`src/rtl/viterbi_deinterleaver_if.sv`:
```
// viterbi_deinterleaver_if: serial coded-bit input and coded-pair output of the
// receive-side deinterleaver. The master drives bits in; the slave (the
// deinterleaver) returns {A,B} pairs with a valid strobe.
interface viterbi_deinterleaver_if;
    logic       enable;       // input strobe for Dinput
    logic       Dinput;       // demapped coded bit, interleaved order
    logic       outputValid;  // Voutput carries a valid pair
    logic [1:0] Voutput;      // {A (even coded index), B (odd coded index)}

    modport master (
        output enable,
        output Dinput,
        input  outputValid,
        input  Voutput
    );

    modport slave (
        input  enable,
        input  Dinput,
        output outputValid,
        output Voutput
    );
endinterface

```
`src/rtl/viterbi_deinterleaver.sv`:
```
// viterbi_deinterleaver: 802.11a receive block deinterleaver ahead of the
// Viterbi decoder. Bits arrive one per enabled cycle, are scattered into the
// write bank of a ping-pong memory at their deinterleaved address, and a full
// symbol is drained as NCBPS/2 consecutive {A,B} pairs.
// Optional feature macro: DEINT_PERM2_EN compiles in the second (s-term)
// permutation needed for NBPSC > 2; without it the block uses i = j.
module viterbi_deinterleaver #(
    parameter int unsigned NCBPS = 48,
    parameter int unsigned NBPSC = 1
) (
    input  logic                   clock,
    input  logic                   reset,
    viterbi_deinterleaver_if.slave bus
);

    localparam int unsigned D  = NCBPS / 16;
    localparam int unsigned AW = $clog2(NCBPS);
    localparam int unsigned MW = AW - 1;

    localparam logic [8:0]    JLast = 9'(NCBPS - 1);
    localparam logic [4:0]    CLast = 5'(D - 1);
    localparam logic [MW-1:0] MLast = MW'(NCBPS / 2 - 1);

    typedef enum logic {StIdle, StDrain} state_e;

    // Write side: j counts accepted bits, r = floor(j/D), c = j mod D.
    logic [8:0]    r_j;
    logic [3:0]    r_r;
    logic [4:0]    r_c;
    logic          r_wbank;
    logic          w_rbank;
    logic          w_swap;
    logic [4:0]    w_col;
    logic [3:0]    w_row;
    logic [AW-1:0] w_addr;

    // Read side.
    state_e        r_state;
    logic [MW-1:0] r_m;
    logic          r_valid;
    logic [1:0]    r_pair;
    logic [AW-1:0] w_rd0;
    logic [AW-1:0] w_rd1;

    logic          r_mem [2][NCBPS];

    assign w_swap  = bus.enable && (r_j == JLast);
    assign w_rbank = ~r_wbank;

    // Write-side index counters and bank select; the last bit of a symbol swaps banks.
    always_ff @(posedge clock) begin
        if (reset) begin
            r_j     <= '0;
            r_r     <= '0;
            r_c     <= '0;
            r_wbank <= 1'b0;
        end else if (bus.enable) begin
            if (w_swap) begin
                r_j     <= '0;
                r_r     <= '0;
                r_c     <= '0;
                r_wbank <= ~r_wbank;
            end else begin
                r_j <= r_j + 9'd1;
                if (r_c == CLast) begin
                    r_c <= '0;
                    r_r <= r_r + 4'd1;
                end else begin
                    r_c <= r_c + 5'd1;
                end
            end
        end
    end

`ifdef DEINT_PERM2_EN
    localparam int unsigned       S      = (NBPSC / 2 > 1) ? NBPSC / 2 : 1;
    localparam logic [1:0]        SLast  = 2'(S - 1);
    localparam logic [2:0]        SVal   = 3'(S);
    localparam logic signed [6:0] DVal   = 7'(D);
    localparam logic signed [6:0] CLastS = 7'(D - 1);

    logic [1:0]        r_js;   // j mod s
    logic [1:0]        r_rm;   // r mod s
    logic [2:0]        w_sum;
    logic [1:0]        w_t;
    logic signed [6:0] w_ci;
    logic signed [6:0] w_adj;

    // Track j mod s and r mod s alongside j and r so no divider is needed.
    always_ff @(posedge clock) begin
        if (reset) begin
            r_js <= '0;
            r_rm <= '0;
        end else if (bus.enable) begin
            if (w_swap) begin
                r_js <= '0;
                r_rm <= '0;
            end else begin
                r_js <= (r_js == SLast) ? 2'd0 : r_js + 2'd1;
                if (r_c == CLast) begin
                    r_rm <= (r_rm == SLast) ? 2'd0 : r_rm + 2'd1;
                end
            end
        end
    end

    // i = j - (j mod s) + ((j mod s + r mod s) mod s); i is within s-1 of j, so
    // its row/column split differs from (r, c) by at most one column wrap.
    always_comb begin
        w_sum = {1'b0, r_js} + {1'b0, r_rm};
        w_t   = (w_sum >= SVal) ? 2'(w_sum - SVal) : w_sum[1:0];
        w_ci  = $signed({2'b00, r_c}) + $signed({5'b00000, w_t}) - $signed({5'b00000, r_js});
        w_adj = w_ci;
        w_row = r_r;
        if (w_ci < 7'sd0) begin
            w_adj = w_ci + DVal;
            w_row = r_r - 4'd1;
        end else if (w_ci > CLastS) begin
            w_adj = w_ci - DVal;
            w_row = r_r + 4'd1;
        end
        w_col = 5'(w_adj);
    end
`else
    assign w_col = r_c;
    assign w_row = r_r;

    // NBPSC > 2 needs the s-term permutation; this build would emit a wrong order.
    if (NBPSC > 2) begin : g_nbpsc_unsupported
    end
`endif

    // k = 16 * (i mod D) + floor(i / D)
    assign w_addr = AW'({w_col, 4'b0000} + {5'b00000, w_row});

    assign w_rd0 = {r_m, 1'b0};
    assign w_rd1 = {r_m, 1'b1};

    // Ping-pong storage; contents need no reset.
    always_ff @(posedge clock) begin
        if (bus.enable) begin
            r_mem[r_wbank][w_addr] <= bus.Dinput;
        end
    end

    // Drain FSM: one pair per cycle from the read bank, registered outputs.
    always_ff @(posedge clock) begin
        if (reset) begin
            r_state <= StIdle;
            r_m     <= '0;
            r_valid <= 1'b0;
            r_pair  <= 2'b00;
        end else begin
            unique case (r_state)
                StIdle: begin
                    r_valid <= 1'b0;
                    if (w_swap) begin
                        r_state <= StDrain;
                        r_m     <= '0;
                    end
                end
                StDrain: begin
                    r_valid <= 1'b1;
                    r_pair  <= {r_mem[w_rbank][w_rd0], r_mem[w_rbank][w_rd1]};
                    if (r_m == MLast) begin
                        r_m <= '0;
                        // A swap on the final pair's edge chains straight into the next drain.
                        if (!w_swap) begin
                            r_state <= StIdle;
                        end
                    end else begin
                        r_m <= r_m + MW'(1);
                    end
                end
            endcase
        end
    end

    assign bus.outputValid = r_valid;
    assign bus.Voutput     = r_pair;

endmodule

```
`src/flat_wrapper.sv`:
```
// flat-port wrapper written by rule: the top's interface ports become plain ports
module viterbi_deinterleaver_flat 
#(
    parameter int unsigned NCBPS = 48,
    parameter int unsigned NBPSC = 1
)
  (clock, reset, bus_enable, bus_Dinput, bus_outputValid, bus_Voutput);
  viterbi_deinterleaver_if bus_i ();
  input  logic clock;
  input  logic reset;
  input wire logic [$bits(bus_i.enable)-1:0] bus_enable;
  input wire logic [$bits(bus_i.Dinput)-1:0] bus_Dinput;
  output wire logic [$bits(bus_i.outputValid)-1:0] bus_outputValid;
  output wire logic [$bits(bus_i.Voutput)-1:0] bus_Voutput;
  assign bus_i.enable = bus_enable;
  assign bus_i.Dinput = bus_Dinput;
  assign bus_outputValid = bus_i.outputValid;
  assign bus_Voutput = bus_i.Voutput;
  viterbi_deinterleaver #(.NCBPS(NCBPS), .NBPSC(NBPSC)) u_core (.clock(clock), .reset(reset), .bus(bus_i));
endmodule
```
`config.mk`:
```
export PLATFORM = sky130hd
export DESIGN_NAME = viterbi_deinterleaver_flat
export DESIGN_NICKNAME = d
export VERILOG_FILES = /design/src/rtl/viterbi_deinterleaver_if.sv /design/src/rtl/viterbi_deinterleaver.sv /design/src/flat_wrapper.sv
export SDC_FILE = /design/constraint.sdc
export NUM_CORES = 1
export LEC_CHECK = 0
export CAP_MARGIN = 20
export CORE_MARGIN = 2
export CORE_UTILIZATION = 62
export DETAILED_ROUTE_END_ITERATION = 8
export GPL_TIMING_DRIVEN = 0
export PLACE_DENSITY_LB_ADDON = 0.1
export SYNTH_ARGS = -nofsm -noshare
export SYNTH_HDL_FRONTEND = slang
export SYNTH_SLANG_ARGS = --single-unit
```
`constraint.sdc`:
```
create_clock -name clock -period 2.9 [get_ports clock]
set_clock_uncertainty 0.05 [all_clocks]
set_input_delay 0.58 -clock clock [delete_from_list [all_inputs] [get_ports clock]]
set_output_delay 0.58 -clock clock [all_outputs]
set_load 0.02 [all_outputs]
```
=== Word level (Yosys, flattened, before mapping) ===
Memory sizes are Yosys's and may differ from the RTL's.
Index checks and enable logic that the tools add are counted.

* $add $sub $neg: 5
* Magnitude comparators: 4
* Equality and inequality tests: 4
* Multiplexer cells: 22
* Bitwise operators: 5
* Reductions and logical operators: 5

{| class="wikitable"
|+ Operators with widths
! cell !! count
|-
| 48-bit 2-to-1 mux || 1
|-
| 7-bit greater-or-equal comparator (second input constant) || 3
|-
| 6-bit inverter with 7-bit output || 3
|-
| 5-bit 2-to-1 mux || 4
|-
| 1-bit binary-select mux with 6-bit select || 2
|-
| 5-bit by 1-bit adder with 5-bit output (second input constant) || 2
|-
| 5-bit one-hot mux with 2 select lines || 1
|-
| 9-bit by 1-bit adder with 9-bit output (second input constant) || 1
|-
| 9-bit by 6-bit == test with 1-bit output (second input constant) || 1
|-
| 9-bit 2-to-1 mux || 1
|-
| 1-bit 2-to-1 mux || 8
|-
| 4-bit 2-to-1 mux || 2
|-
| 7-bit by 1-bit < comparator with 1-bit output (second input constant) || 1
|-
| 6-bit by 4-bit adder with 6-bit output || 1
|-
| 1-bit demux with 6-bit select || 1
|-
| 5-bit by 2-bit == test with 1-bit output (second input constant) || 1
|-
| 5-bit == test (second input constant) || 1
|-
| 4-bit by 1-bit adder with 4-bit output (second input constant) || 1
|-
| 1-bit one-hot mux with 2 select lines || 2
|-
| 2-bit AND reduction || 2
|-
| 1-bit logical AND || 2
|-
| 2-bit by 1-bit != test with 1-bit output (second input constant) || 1
|-
| 1-bit inverter || 2
|-
| 2-bit nonzero test || 1
|}

* Register bits: 28
* Memory bits (writable): 96
* Input bits: 4
* Output and inout bits: 3
* Logic and storage cells: 54
* Memories: 1

{| class="wikitable"
|+ Memory list
! memory !! depth !! width !! read ports !! clocked after memory_dff !! wr ports !! RTL line !! source
|-
| u_core.r_mem || 2 || 48 || 1 || 0 || 1 || viterbi_deinterleaver.sv:45 || <nowiki>logic r_mem [2][NCBPS];</nowiki>
|}

=== Longest topological paths before layout ===
* Word-level depth: 7
* Mapped depth: 8
* Depth with buffers taken out: 7

=== Worst setup path before layout ===
OpenSTA, ideal clock, no wires.

* Kind: reg-to-reg
* From: register u_core.r_c[0]
* To: register u_core.r_r[0]
* Setup time: 128 ps
* Arrival time: 1858 ps
* Data required time: 2722 ps
* Path slack: 865 ps
* Cell stages (with the launch flop): 9
* Buffers on the path: 1
* Path through: dfxtp_1 inv_1 ha_1 or4b_2 o31ai_4 and2_1 clkbuf_2 mux2i_1 nor2_1

* Word-level cells in the longest chain between the ends: 3

{| class="wikitable"
|+ Ends and longest elaborated chain
! element !! RTL line !! source
|-
| start, declared || viterbi_deinterleaver.sv:29 || <nowiki>logic [4:0] r_c;</nowiki>
|-
| start signal, assigned || viterbi_deinterleaver.sv:69 || <nowiki>r_c <= r_c + 5'd1;</nowiki>
|-
| 5-bit by 2-bit == test with 1-bit output || viterbi_deinterleaver.sv:65 || <nowiki>if (r_c == CLast) begin</nowiki>
|-
| 2-bit nonzero test (no line) || -- ||
|-
| 2-bit AND reduction (no line) || -- ||
|-
| end signal, assigned || viterbi_deinterleaver.sv:67 || <nowiki>r_r <= r_r + 4'd1;</nowiki>
|-
| end, declared || viterbi_deinterleaver.sv:28 || <nowiki>logic [3:0] r_r;</nowiki>
|}

Every way passes these cells.
A chain may end at the register's enable or synchronous reset.

=== Worst setup path in the final report ===
* From: register u_core.r_m[0]
* To: register u_core.r_pair[0], in the netlist u_core.bus.Voutput[0]

* Word-level cells in the longest chain between the ends: 4

{| class="wikitable"
|+ Ends and longest elaborated chain
! element !! RTL line !! source
|-
| start, declared || viterbi_deinterleaver.sv:39 || <nowiki>logic [MW-1:0] r_m;</nowiki>
|-
| start signal, assigned || viterbi_deinterleaver.sv:172 || <nowiki>r_m <= r_m + MW'(1);</nowiki>
|-
| 6-bit inverter with 7-bit output (not written as such) || viterbi_deinterleaver.sv:164 || <nowiki>r_pair <= {r_mem[w_rbank][w_rd0], r_mem[w_rbank][w_rd1]};</nowiki>
|-
| 1-bit binary-select mux with 6-bit select || viterbi_deinterleaver.sv:164 ||
|-
| 1-bit 2-to-1 mux (not written as such) (2 in a row) || viterbi_deinterleaver.sv:164 ||
|-
| end signal, assigned || viterbi_deinterleaver.sv:164 ||
|-
| end, declared || viterbi_deinterleaver.sv:41 || <nowiki>logic [1:0] r_pair;</nowiki>
|}

Every way passes these cells. The select of a mux whose other input is x is not followed.

==> results.py <==
metrics = {
    "clock_tree": {
        "htreeDepth": 4,
        "cts_root_buf": "clkbuf_8",
        "hold_buffers": 0,
        "cts_tree": "done",
        "clock_sinks": 124,
        "cts_setup_buffers": 0,
        "path_clk_slew_ns": 0.06,
        "cts_buffers": 17,
        "clkLatencyLatePin_ns": 0.53,
        "cts.repair.resized": 0,
        "clk_path_buf_depth": 2,
    },
    "sta": {
        "min_period_ns": 2.47,
        "drv_slew": 0,
        "fmax_mhz": 406,
        "setup_slack_ns": 0.434,
        "rsz0062_at_grt": "no",
        "slew_headroom_pct": 51.3,
        "fin_tns_setup_ns": 0,
        "finalHoldViolCount": 0,
        "timing.final.crit_share_pct": 85.0,
        "setup_viol": 0,
        "worst_slew_pin_slew_ns": 0.730,
    },
    "yosys": {
        "syn_nets": 458,
        "yosysMostFrequentCell": "nor2_1",
        "synth_top_area_cell": "edfxtp_1",
        "synth_top_area_share_pct": 51.9,
        "ys_types": 45,
        "synth_commonest_cells": "nor2_1, edfxtp_1, dfxtp_1",
        "synth_area_leaders": "edfxtp_1, dfxtp_1, nor2_1, mux4_2, mux4_1",
        "yosysWarnings": 0,
        "synthCells": 447,
        "synthFlopType": "edfxtp_1",
        "avgSynthCellArea_um2": 12.4,
        "async_flop_share_pct": 0,
        "syn_area_mm2": 0.00555,
        "ys_seq_elements": 124,
        "ys_seq_area_share_pct": 62.0,
        "synth_edf_count": 96,
    },
    "pwr": {
        "p_per_area_mw_per_mm2": 621,
        "pwr-share-comb_pct": 2.5,
        "p_int_mw": 3.01,
        "clockPowerShare_pct": 48.1,
        "p_total_mw": 3.91,
        "power.switching_uw": 898,
        "p_seq_share_pct": 49.4,
        "p_leak_nw": 2.00,
        "swShare_pct": 23.0,
        "ir_drop_mv": 0.400,
    },
    "floorplanning": {
        "initial_core_util_pct": 63.6,
        "design.core.area_mm2": 0.00872,
        "num_rows": 34,
        "die_area_mm2": 0.00972,
        "die_height_um": 98.6,
        "top_level_ports": 7,
        "die_w_um": 98.6,
    },
    "detailed_routing": {
        "post_drt_wl_per_cell_um": 19.7,
        "drt_wl_total_um": 11700,
        "ant_nets": 0,
        "drt_first_pass_iters": 5,
        "via_per_inst": 6.18,
        "drcViolationCount": 0,
        "drt-initial-drc-count": 346,
        "vias": 3671,
    },
    "critical_path": {
        "crit_family": "buffers and inverters",
        "cp.arrival_ns": 2.83,
        "worstPathRequired_ns": 3.27,
        "slowest_delay_ns": 0.47,
        "critPathBufInv": 2,
        "crit_fanout": 10,
        "cp-end-kind": "register",
        "path_class": "register to register",
        "crit_chain": "clkbuf_1, buf_1, mux2i_1, o22ai_1, o21ai_0, nand4_1, o31a_1",
        "critPathSlowestCell": "buf_1",
        "critPathLaunchType": "register",
    },
    "final_layout": {
        "post-route-util_pct": 72.2,
        "diodes": 0,
        "fillers": 592,
        "final_area_mm2": 0.00629,
        "layout.nets": 484,
        "drive_above_1_share_pct": 13.0,
        "areaGrowthSynthToFinish_pct": 13.4,
    },
    "place": {
        "io_buffers": 6,
        "dpl_cell_area_mm2": 0.00576,
        "dp_slack_ns": 0.150,
        "gp_congestion": 0.851,
        "dpl.hpwl_um": 7800,
    },
    "global_routing": {
        "grt_start_max_net_pins": 64,
        "overflow": 0,
        "grt_usage_pct": 26.1,
        "antenna_found_initial": 0,
        "grt_pass1_wl_um": 18700,
        "first_global_vias": 3453,
    },
    "job": {
        "drv_cap": 0,
    },
    "hold_path": {
        "hp-class": "register to register",
    },
    "outcome": {
        "outcome": "completed",
    },
}
-- worst paths after layout --
path | startpoint | slack [ns] | endpoint | cells after the start
max | u_core.r_m[0] | 0.43 | u_core.bus.Voutput[0] | 7
min | u_core.r_j[1] | 0.46 | u_core.r_j[1] | 2
max reg2reg | u_core.r_m[0] | 0.43 | u_core.bus.Voutput[0] | 7
min reg2reg | u_core.r_j[1] | 0.46 | u_core.r_j[1] | 2
-- flip-flops by register name (all words and copies together), names as in the netlist --
name / cells
u_core.r_j: 9
u_core.r_c: 5
u_core.bus.Voutput: 2
u_core.bus.outputValid: 1
u_core.r_state: 1
u_core.r_r: 4
u_core.r_mem: 96
u_core.r_m: 5
u_core.r_wbank: 1
-- worst reg2reg max path, delay by kind of cell, from the launching register on --
family / cells / cell delay (ns)
buffers and inverters: 2 / 0.88
AND/OR/NAND/NOR: 1 / 0.16
AO/OA/AOI/OAI: 3 / 0.65
multiplexers: 1 / 0.26
flip-flops: 1 / 0.35
-- layout make-up --
cell class	instances	area, um2	share of cell area [%]
plain buffers	27	120	1.91
clock buffers	17	414	6.58
clock inverters	15	118	1.87
inverters	5	18.8	0.298
multi-input cells	291	1970	31.3
flip-flops and latches	124	3440	54.7
well taps	108	135	2.15
repair buffers	7	75.1	1.19
-- per-layer routing --
metal	global-route usage [%]	vias up	part of all wire [%]
met5	0	-	0
met1	37.0	1820	44
met3	6.81	22	6.8
li1	-	1674	-
met2	40.3	155	48
met4	8.11	0	1.7
-- cells in the final DEF, fill, tap and decap left out, drive strengths merged, types with 5 or more instances in the layout --
cell type and instances:
buf 11, o21ai 6, nand3b 6, nand4 8
xor2 12, inv 9, a21oi 6, nor2 127
nand2 26, mux4 20, mux2i 12, nor3 7
edfxtp 96, nand3 10, clkinv 7, ha 7
clkbuf 35, clkdlybuf4s50 5, dfxtp 28
-- power by group through the flow --
stage / sequential, mW / combinational (mW) / clock [mW]
global route: 1.93 / 0.108 / 1.97
detailed placement: 1.97 / 0.0961 / 0
CTS: 1.93 / 0.0969 / 1.90
floorplan: 1.96 / 0.0503 / 0
global placement: 1.97 / 0.0893 / 0
finish: 1.93 / 0.0972 / 1.88
-- kinds of logic (layout without fill, tap and decap cells) --
| kind of cell | Yosys count | in the layout | share of synthesized area (%) |
|---|---|---|---|
| AND/OR/NAND/NOR | 208 | 208 | 16.9 |
| buffers and inverters | 32 | 71 | 2.50 |
| AO/OA/AOI/OAI | 27 | 27 | 3.47 |
| flip-flops | 124 | 124 | 62.0 |
| multiplexers | 34 | 34 | 11.2 |
| XOR/XNOR | 15 | 15 | 2.37 |
| adder cells (fa/ha/maj) | 7 | 7 | 1.58 |
-- per-stage QoR --
stage | hold slack [ns] | instances
after floorplan | 0.427 | 447
after global placement | 0.439 | 561
after detailed placement | 0.449 | 562
after CTS | 0.458 | 594
after global routing | 0.487 | 594
final | 0.461 | 594
No activity file was read; power rests on OpenSTA's default activity.
